**src/rtl/tt_um_emern_spi_byte_rx.sv**
```systemverilog
// SPI mode-0 target receive front end: pin synchronisers, MSB-first byte
// deserialiser, byte FIFO toward the command decoder, status byte on MISO.

module tt_um_emern_spi_byte_rx #(
    parameter int SYNC_STAGES = 2,
    parameter int FIFO_DEPTH  = 4
) (
    input  logic       clk,
    input  logic       rst,
    input  logic       cs_in,
    input  logic       sck_in,
    input  logic       mosi_in,
    output logic       miso_out,
    output logic [7:0] byte_data,
    output logic       byte_first,
    output logic       byte_valid,
    input  logic       byte_ready,
    output logic       frame_done,
    output logic       frame_partial,
    output logic       overflow,
    input  logic       ovf_clr
);

    localparam int AW = $clog2(FIFO_DEPTH);

    typedef enum logic [0:0] {
        ST_IDLE,
        ST_FRAME
    } state_t;

    state_t state;
    state_t state_next;

    logic [SYNC_STAGES-1:0] cs_sync;
    logic [SYNC_STAGES-1:0] sck_sync;
    logic [SYNC_STAGES-1:0] mosi_sync;
    logic                   cs_hist;
    logic                   sck_hist;
    logic [SYNC_STAGES:0]   primed;

    logic cs_s;
    logic sck_s;
    logic mosi_s;
    logic active;
    logic cs_fall;
    logic cs_rise;
    logic sck_rise;
    logic sck_fall;

    logic [2:0] bit_cnt;
    logic [6:0] rx_sh;
    logic       first_pending;
    logic [7:0] miso_sh;
    logic [3:0] frame_count;
    logic [7:0] status;

    logic       push_req;
    logic [7:0] push_data;
    logic       pop;
    logic       accept;

    logic [8:0]  mem [FIFO_DEPTH];
    logic [AW:0] wptr;
    logic [AW:0] rptr;
    logic        fifo_empty;
    logic        fifo_full;
    logic [8:0]  head;

    always_ff @(posedge clk) begin
        if (rst) begin
            cs_sync   <= '1;
            sck_sync  <= '0;
            mosi_sync <= '0;
            cs_hist   <= 1'b1;
            sck_hist  <= 1'b0;
            primed    <= '0;
        end else begin
            cs_sync   <= {cs_sync[SYNC_STAGES-2:0], cs_in};
            sck_sync  <= {sck_sync[SYNC_STAGES-2:0], sck_in};
            mosi_sync <= {mosi_sync[SYNC_STAGES-2:0], mosi_in};
            cs_hist   <= cs_sync[SYNC_STAGES-1];
            sck_hist  <= sck_sync[SYNC_STAGES-1];
            primed    <= {primed[SYNC_STAGES-1:0], 1'b1};
        end
    end

    assign cs_s   = cs_sync[SYNC_STAGES-1];
    assign sck_s  = sck_sync[SYNC_STAGES-1];
    assign mosi_s = mosi_sync[SYNC_STAGES-1];
    assign active = (state == ST_FRAME);

    // Edges count only once the chain holds real pin samples, so a cs
    // held low through reset does not look like a fresh falling edge.
    assign cs_fall  = primed[SYNC_STAGES] & cs_hist & ~cs_s;
    assign cs_rise  = primed[SYNC_STAGES] & ~cs_hist & cs_s;
    assign sck_rise = active & ~cs_s & ~sck_hist & sck_s;
    assign sck_fall = active & ~cs_s & sck_hist & ~sck_s;

    always_ff @(posedge clk) begin
        if (rst) begin
            state <= ST_IDLE;
        end else begin
            state <= state_next;
        end
    end

    always_comb begin
        state_next = state;
        unique case (state)
            ST_IDLE:  if (cs_fall) state_next = ST_FRAME;
            ST_FRAME: if (cs_rise) state_next = ST_IDLE;
            default:  state_next = ST_IDLE;
        endcase
    end

    assign status    = {overflow, fifo_full, fifo_empty, 1'b0, frame_count};
    assign push_req  = sck_rise & (bit_cnt == 3'd7);
    assign push_data = {rx_sh, mosi_s};
    assign miso_out  = miso_sh[7];

    always_ff @(posedge clk) begin
        if (rst) begin
            bit_cnt       <= '0;
            rx_sh         <= '0;
            first_pending <= 1'b0;
            miso_sh       <= '0;
            frame_done    <= 1'b0;
            frame_partial <= 1'b0;
            frame_count   <= '0;
        end else begin
            frame_done    <= cs_rise;
            frame_partial <= cs_rise & (bit_cnt != 3'd0);
            if (cs_rise) frame_count <= frame_count + 4'd1;
            if (cs_fall) begin
                bit_cnt       <= '0;
                first_pending <= 1'b1;
                miso_sh       <= status;
            end else if (cs_rise) begin
                bit_cnt <= '0;
                miso_sh <= '0;
            end else begin
                if (sck_rise) begin
                    rx_sh   <= {rx_sh[5:0], mosi_s};
                    bit_cnt <= bit_cnt + 3'd1;
                    if (bit_cnt == 3'd7) first_pending <= 1'b0;
                end
                if (sck_fall) miso_sh <= {miso_sh[6:0], 1'b0};
            end
        end
    end

    assign fifo_empty = (wptr == rptr);
    assign fifo_full  = (wptr[AW] != rptr[AW]) &&
                        (wptr[AW-1:0] == rptr[AW-1:0]);
    assign pop        = byte_valid & byte_ready;
    // A pop in the same cycle frees the slot the push needs.
    assign accept     = push_req & (~fifo_full | pop);

    always_ff @(posedge clk) begin
        if (accept) mem[wptr[AW-1:0]] <= {first_pending, push_data};
    end

    always_ff @(posedge clk) begin
        if (rst) begin
            wptr     <= '0;
            rptr     <= '0;
            overflow <= 1'b0;
        end else begin
            if (accept) wptr <= wptr + 1'b1;
            if (pop)    rptr <= rptr + 1'b1;
            if (push_req & fifo_full & ~pop) begin
                overflow <= 1'b1;
            end else if (ovf_clr) begin
                overflow <= 1'b0;
            end
        end
    end

    assign head       = mem[rptr[AW-1:0]];
    assign byte_valid = ~fifo_empty;
    assign byte_data  = fifo_empty ? 8'h00 : head[7:0];
    assign byte_first = fifo_empty ? 1'b0 : head[8];

endmodule
```
**config.mk**
```make
export PLATFORM = sky130hd
export DESIGN_NAME = tt_um_emern_spi_byte_rx
export DESIGN_NICKNAME = d
export VERILOG_FILES = /design/src/rtl/tt_um_emern_spi_byte_rx.sv
export SDC_FILE = /design/constraint.sdc
export NUM_CORES = 1
export LEC_CHECK = 0
export ABC_CLOCK_PERIOD_IN_PS = 4700
export CORE_MARGIN = 4
export CORE_UTILIZATION = 30
export CTS_BUF_LIST = sky130_fd_sc_hd__clkbuf_8
export CTS_CLUSTER_SIZE = 25
export DETAILED_ROUTE_END_ITERATION = 10
export GPL_ROUTABILITY_DRIVEN = 0
export PLACE_DENSITY_LB_ADDON = 0.2
export SYNTH_ARGS = -nofsm -noshare
export SYNTH_HDL_FRONTEND = slang
export SYNTH_SLANG_ARGS = --single-unit
```
**constraint.sdc**
```tcl
create_clock -name clk -period 4.7 [get_ports clk]
set_input_delay 0.94 -clock clk [delete_from_list [all_inputs] [get_ports clk]]
set_output_delay 0.94 -clock clk [all_outputs]
set_load 0.05 [all_outputs]
```
# Word level (Yosys, flattened, before mapping)
# Memory sizes are Yosys's and may differ from the RTL's. A register that Yosys moved wholly into a read port is not among the register bits.
# Index checks and enable logic that the tools add are counted.
dict set report op_classes {
  addsub 4
  mul 0
  n_div 0
  magnitude_cmp 0
  eq_ne 5
  n_shift 0
  muxes 19
  n_bitwise 26
  n_reduce_logical 9
}
# operator count
set ops {}
lappend ops {{$mux 8} 4}
lappend ops {{$and 1x1->1} 15}
lappend ops {{$mux 1} 12}
lappend ops {{$not 1->1} 10}
lappend ops {{$add 3x1->3 const B} 3}
lappend ops {{$reduce_and 3->1} 2}
lappend ops {{$reduce_bool 2->1} 3}
lappend ops {{$reduce_bool 3->1} 2}
lappend ops {{$add 4x1->4 const B} 1}
lappend ops {{$mux 2} 2}
lappend ops {{$eq 3x3->1} 1}
lappend ops {{$eq 3x3->1 const B} 1}
lappend ops {{$reduce_or 3->1} 1}
lappend ops {{$eq 2x2->1} 1}
lappend ops {{$ne 2x2->1 const B} 1}
lappend ops {{$pmux 1 s2} 1}
lappend ops {{$logic_and 1x1->1} 1}
lappend ops {{$ne 1x1->1} 1}
lappend ops {{$or 1x1->1} 1}
dict set report totals {
  regBits 44
  latch_bits 0
  mem_bits_rw 36
  mem_bits_ro 0
  inputBits 7
  output_inout_bits 14
  wordCells 83
  memories 1
}
# name depth width rd rd_clocked_by_memory_dff write_ports line
set memory_table {}
lappend memory_table {mem 4 9 1 1 1 62} ;# logic [8:0] mem [FIFO_DEPTH];

# Depth between registers and ports, before layout
dict set report depth {
  ltp_word 8
  depth_mapped 6
  mapped_depth_nobuf 5
}

# Worst setup path after synthesis
# Ideal clock, no wire load.
dict set report synth_path {
  kind {register to output}
  startpoint {reg wptr[0]}
  endpoint {out byte_data[4]}
  t_arrival_ns 1.585
  required_ns 3.760
  setup_slack_ns 2.175
  stages_incl_launch_ff 4
  n_path_buf 0
  cell_sequence {dfxtp_1 xor2_2 nor3_1 nor2b_1}
}
dict set report synth_via {
  elab_chain_cells 2
}
# element line
set synth_lines {}
lappend synth_lines {{start: declaration} 63} ;# logic [AW:0] wptr;
lappend synth_lines {{start signal: assignment} 169} ;# if (accept) wptr <= wptr + 1'b1;
lappend synth_lines {{$eq 3x3->1} 152} ;# assign fifo_empty = (wptr == rptr);
lappend synth_lines {{$mux 8} 181} ;# assign byte_data = fifo_empty ? 8'h00 : head[7:0];
lappend synth_lines {{end: declaration} 14} ;# output logic [7:0] byte_data,
# No other way between the ends.

==> results.md <==
* Result of the run: complete, no violations
* Worst hold slack at 418.6 ps
* Initial core utilization at 31.08%
* Net count reported at finish at approximately 290
* Clock tree from TritonCTS: built
* Required time reported for the critical path endpoint at 3760 ps
* Number of fill cells at 1041
* Buffer type at the clock tree root: clkbuf_8
* Count of antenna diodes in the layout at 0
* Multiplexer share of the synthesized area at 8.388%
* Power spent charging and discharging nets at roughly 0.27 mW
* Post-route minimum period at 3435 ps
* Slew margin rel. at 39.11%
* Bufs and invs on worst path at 1
* CP startpoint kind: flip-flop
* Synth cell types at 41
* Critical Path, Cell by Cell: mux4_2 -> and2b_1 -> clkdlybuf4s50_1
* Count of TritonRoute iterations in the first routing pass at 4
* Synthesized cell area at approximately 3300 sq um
* FF-to-FF path depth at 4
* Setup repair bufs after CTS at 0
* Number of remaining DRC errors at 0
* Data arrival time at the worst-slack endpoint at 2490 ps
* Pwr dens at around 350 nW/um^2
* Hold buffer count at cts at 0
* Most common library cell in the layout ignoring fill and taps: dfxtp_1
* Internal power at 1.056 mW
* Sequential element share of the synthesized area at about three fifths
* Hold path endpoint: cs_sync[1]
* Number of resized instances in the post-cts repair step at 0
* Detailed-route wire length per cell at 13.94 um
* Max incr delay on CP at 720 ps
* Endpoint type of the worst setup path: output port
* Clock H-tree levels at 3
* Cells taking the most area after synthesis: edfxtp_1 33%, dfxtp_1 28%, mux4_2 6.2%, ha_1 3.5%, nor2_1 2.8%
* Hold path depth at 1
* Synth warn at 0
* Total of endpoints with negative setup slack in the final report at 0
* Routed wire length at 5797 um
* Setup TNS at 0 ps
* Leakage power of the design at around 1.4 nW
* R2r setup slk at roughly 2400 ps
* Post-synthesis to final-layout area growth at 17.20%
* Die outline width at approximately 110 um
* Cell with the biggest individual delay on the critical path: dfxtp_1
* Pin count of the biggest net entering global routing at 27
* Clock power share at between 40% and 50%
* Worst clock skew at 14.24 ps
* Register bit count reported by yosys at roughly 80
* Number of buffers inserted during clock tree synthesis at 9
* Period utilization at around three quarters
* Max-slew violation count at 0
* Async set-or-reset flop fraction in the synthesized netlist at 0%
* Half-perimeter wire length after detailed placement at 3871 um
* Sw frac at 20.65%
* Die area at ~13000 sq um
* Top cell type's share of synthesized area at between 30% and 40%
* Max capacitance violation total at 0
* Violation count after the first detailed-route iteration at between 80 and 90
* Std-Cell Core Area at 10460 sq um
* Number of cell rows at 37
* Post-DR vias/cell at 4.495
* Overflow left after global routing at 0
* Critical setup path kind: reg -> out
* Combinational power share at 1.6%
* ANT nets after route at 0
* Largest family of logic cells by synthesized area: simple AND/OR/NAND/NOR gates
* Sinks on the clock net at 82
* Port Buffers at 20
* Post-synth net total at between 200 and 300
* Commonest non-fill, non-tap cells in the layout: 46 x dfxtp_1, 36 x edfxtp_1, 24 x nor2_1
* Final cell utilization of the core at 36.43%
* Global-route wire length before repair at around 9700 um
* Clock Latency Late Sink at between 300 and 400 ps
* Clk slew on worst S/H paths at roughly 80 ps
* Cells after Synth at 253
* VDD IR-drop max at 0.2209 mV
* Hold path startpoint: cs_sync[0]
* Number of enable flip-flop cells after synthesis at 36
* Top flip-flop cell by instance count after synthesis: dfxtp_1
* Clock Tree Buf Depth at 2
* I/O Pins at 21
* Vertical die dimension at 112.1 um
* Post-route insts no fill at 416
* Achievable clock frequency at 0.2911 GHz
* Total power at 1.331 mW
* R2r endpoint: wptr[2]
* Routed vias at 1870
* Least-Margin Pin Slew at 909.4 ps
* Area share of and/or/nand/nor cells after synthesis at 16.47%
* Cell type contributing the most total cell area after synthesis: edfxtp_1
* Average instance area after synthesis at 12.85 sq um
* Post-synthesis share of cell area spent on full adders, half adders and majority gates at 3.463%
* Class of the tightest hold or removal check: reg -> reg
* Highest net fanout along the worst path at 9
* Worst r2r src: cs_sync[1]
* Unrepaired setup endpoints after global routing: false
* Antenna violations before repair at 0
* Share of cells above drive strength 1 at 15.36%
* Cell family with most CP delay: flip-flops
* Placed cells at 400
* Fraction of power consumed by sequential logic at 56.1%
* Global Route Usage Sum at 9.706%
* Synth Area in XOR/XNOR at ~3.2%
* Vias in the first global route at around 1900
* Synth Area in Compound Gates at 4.617%
* Final hold vios at 0
final cells by class:
class | count | area, sq um | share of cell area (%)
clock inverter | 7 | 100.1 | 2.626
timing repair buffer | 22 | 215.2 | 5.647
inverter | 7 | 26.28 | 0.6894
sequential | 82 | 2002 | 52.53
clock buffer | 9 | 123.9 | 3.250
multi-input combinational | 153 | 1174 | 30.79
tap | 136 | 170.2 | 4.465
power groups by stage:
stage / sequential, mW / clock, mW / combinational [mW]
2_1_floorplan: 0.762 / 0 / 0.0128
3_3_place_gp: 0.763 / 0 / 0.0218
3_5_place_dp: 0.763 / 0 / 0.0217
4_1_cts: 0.746 / 0.582 / 0.0218
5_1_grt: 0.747 / 0.612 / 0.0243
6_report: 0.746 / 0.563 / 0.0214
sequential cells by signal, indices dropped and copies added (netlist names), 3 cells and up, named ones only:
signal       cells
wptr             3
primed           3
rptr             3
frame_count      4
bit_cnt          3
miso_sh          8
mem             36
rx_sh            7
worst max path at each step:
stage | from | endpoint | slack, ps | depth (start not counted)
global route | flip-flop | byte_data[2] | 1100 | 3
floorplan | wptr[0] | byte_data[4] | 2170 | 3
finish | flip-flop | byte_data[3] | 1270 | 3
global placement | flip-flop | byte_data[3] | 1570 | 3
CTS | flip-flop | byte_data[3] | 1180 | 3
detailed placement | flip-flop | byte_data[3] | 1570 | 3
worst reg2reg max path: stages (launching register included):
cell	delay, ps
dfxtp_1	380
and4bb_2	540
nand2_1	180
nor3b_2	760
mux2_4	350
layer usage:
layer  global-route usage [%]  routed length, um
met2                    15.06               2583
met4                    3.365                 55
met1                    13.02               2989
met3                    2.803                170
met5                        0                  0
cells in the mapped netlist (4+ instances only):
master / instances
mux2i_1: 4
a21oi_1: 10
inv_1: 7
xor2_1: 5
and2b_1: 6
clkbuf_1: 6
nor3_1: 10
nor2b_1: 12
nor2_1: 24
nand2_1: 16
edfxtp_1: 36
nand3_1: 9
ha_1: 9
mux4_2: 9
a221oi_1: 4
buf_2: 4
dfxtp_1: 46
through the flow:
| step | area (sq um) | setup slack (ps) |
|---|---|---|
| 2_1_floorplan | 3252 | 2175 |
| 3_3_place_gp | 3587 | 1571 |
| 3_5_place_dp | 3587 | 1573 |
| 4_1_cts | 3811 | 1183 |
| 5_1_grt | 3811 | 1097 |
| 6_report | 3811 | 1265 |
kinds of logic after synthesis:
family | Yosys count
AOI/OAI and AO/OA | 22
xor gates and xnor gates | 10
adders and majority gates | 9
buffers and inverters | 18
DFF | 82
muxes | 15
and+or+nand+nor | 97
(Power assumes the default switching activity.)
==> RTL change, RTL diff (config.mk and constraints unchanged) <==
Put one more register stage on the output `overflow`. The value now appears one clock later. The other outputs are not delayed to match.
--- a/src/rtl/tt_um_emern_spi_byte_rx.sv
+++ b/src/rtl/tt_um_emern_spi_byte_rx.sv
@@ -27,6 +27,8 @@
         ST_IDLE,
         ST_FRAME
     } state_t;
+
+    logic overflow_s0;
 
     state_t state;
     state_t state_next;
@@ -113,7 +115,7 @@
         endcase
     end
 
-    assign status    = {overflow, fifo_full, fifo_empty, 1'b0, frame_count};
+    assign status    = {overflow_s0, fifo_full, fifo_empty, 1'b0, frame_count};
     assign push_req  = sck_rise & (bit_cnt == 3'd7);
     assign push_data = {rx_sh, mosi_s};
     assign miso_out  = miso_sh[7];
@@ -164,14 +166,14 @@
         if (rst) begin
             wptr     <= '0;
             rptr     <= '0;
-            overflow <= 1'b0;
+            overflow_s0 <= 1'b0;
         end else begin
             if (accept) wptr <= wptr + 1'b1;
             if (pop)    rptr <= rptr + 1'b1;
             if (push_req & fifo_full & ~pop) begin
-                overflow <= 1'b1;
+                overflow_s0 <= 1'b1;
             end else if (ovf_clr) begin
-                overflow <= 1'b0;
+                overflow_s0 <= 1'b0;
             end
         end
     end
@@ -181,4 +183,8 @@
     assign byte_data  = fifo_empty ? 8'h00 : head[7:0];
     assign byte_first = fifo_empty ? 1'b0 : head[8];
 
+    always_ff @(posedge clk) begin
+        overflow <= overflow_s0;
+    end
+
 endmodule
Behaviour: no difference found for any inputs over 10 cycles, from zero or initial values and one cycle with rst high; that may be too few to reach the edited logic, so the function may still have changed.
==> RTL change against the unedited design <==
  * Power decreased by 7.3%
  * Wire length grew 0.91%
  * Design area shrank 0.76%
  * Synthesized area grew 0.62%
  * Critical path depth unchanged
  * Setup slack got worse by 0.0019 ns
  * Die area is 0.57% higher
  * Sequential cell count is 1 higher
  * Largest power group unchanged
==> RTL change: results (changes against the unedited design) <==
* First-pass GRT wire length at 9.95 mm (+3.0%)
* DRT iter0 DRCs at 70 (-18%)
* Placed inst area at 3610 µm² (+0.56%)
* Setup Slack @ Placement at 1.58 ns (+0.00919 ns)
* Top cells by area, synth: edfxtp_1, dfxtp_1, mux4_2, ha_1, nor2_1
* Hold WS at 0.398 ns (-0.0203 ns)
* Syn_area_per_cell at 12.9 µm² (+0.22%)
* Endpoint, Worst Hold: overflow
* # nets final at 292 (+0.34%)
* Max clock buf depth at 2 (unchanged)
* Seq/Total Area, Yosys at 61.8% (+0.24 points)
* Fin cells at 417 (+0.24%)
* Actual slew at the worst max-slew pin at 0.932 ns (+0.0229 ns)
* Layout cells sized above 1 at 14.9% (-0.41 points)
* Placed cell count at 401 (+0.25%)
* Tot GR Track Use at 9.96% (+0.25 points)
* M2 GR Usage at 15.5% (+0.44 points)
* WP data arrival at approximately 2.5 ns
* WHS Path Cells at 0 (-1)
* Routed length on met3 at 212 µm (+25%)
* Final wirelength at 5.85 mm (+0.91%)
* Leakage at 1.34 nW (-1.4%)
* Syn Nets at 270 (+0.37%)
* M3 GR Usage at 3.07% (+0.27 points)
* Met1 Usage GRT at 13.2% (+0.21 points)
* CP max stage cell: dfxtp_1
* Max VDD drop at 0.170 mV (-23%)
* Most frequent cells after synthesis: dfxtp_1, edfxtp_1, nor2_1
* Met1 wire length at 2.94 mm (-1.5%)
* Routed wl met2 at 2.62 mm (+1.6%)
* Hpwl dp at 3.93 mm (+1.6%)
* Status: finished clean
* Min-delay src: overflow_s0
* CP endpoint: byte_first
* Via count at 1,870 (unchanged)
* Clk_skew at 0.00906 ns (-0.00518 ns)
* Period utilization at 73.1% (about the same)
RTL change: cell types whose count changed after synthesis, sizes merged:
cell / delta
dfxtp: +1
RTL change: area by class of cell:
cell class	instances	area, µm²
multi-input combinational	153	1170
timing repair buffer	22	215
tap	136	170
sequential	83	2020
clock buffer	9	124
clock inverter	7	51.3
fill	1073	6680
inverter	7	26.3
RTL change: kinds of logic (layout without fill, tap and decap cells):
group	after synthesis	in the layout	synth area share, %
and+or+nand+nor	97	97	16.4
adders and majority gates	9	9	3.44
buffers and inverters	18	45	2.33
xor gates and xnor gates	10	10	3.14
muxes	15	15	8.34
AOI/OAI and AO/OA	22	22	4.59
DFF	83	83	61.8
RTL change: report_power, final:
part | internal (mW) | switching (mW)
logic | 0.00984 | 0.0119
registers | 0.751 | 0.00365
clock network | 0.195 | 0.264
RTL change: worst max-delay path: cells and delay by family (launching register included):
kind | cells | cell delay (ns)
buf+inv | 1 | 0.70
flops | 1 | 0.72
mux | 1 | 0.57
simple gates | 1 | 0.16
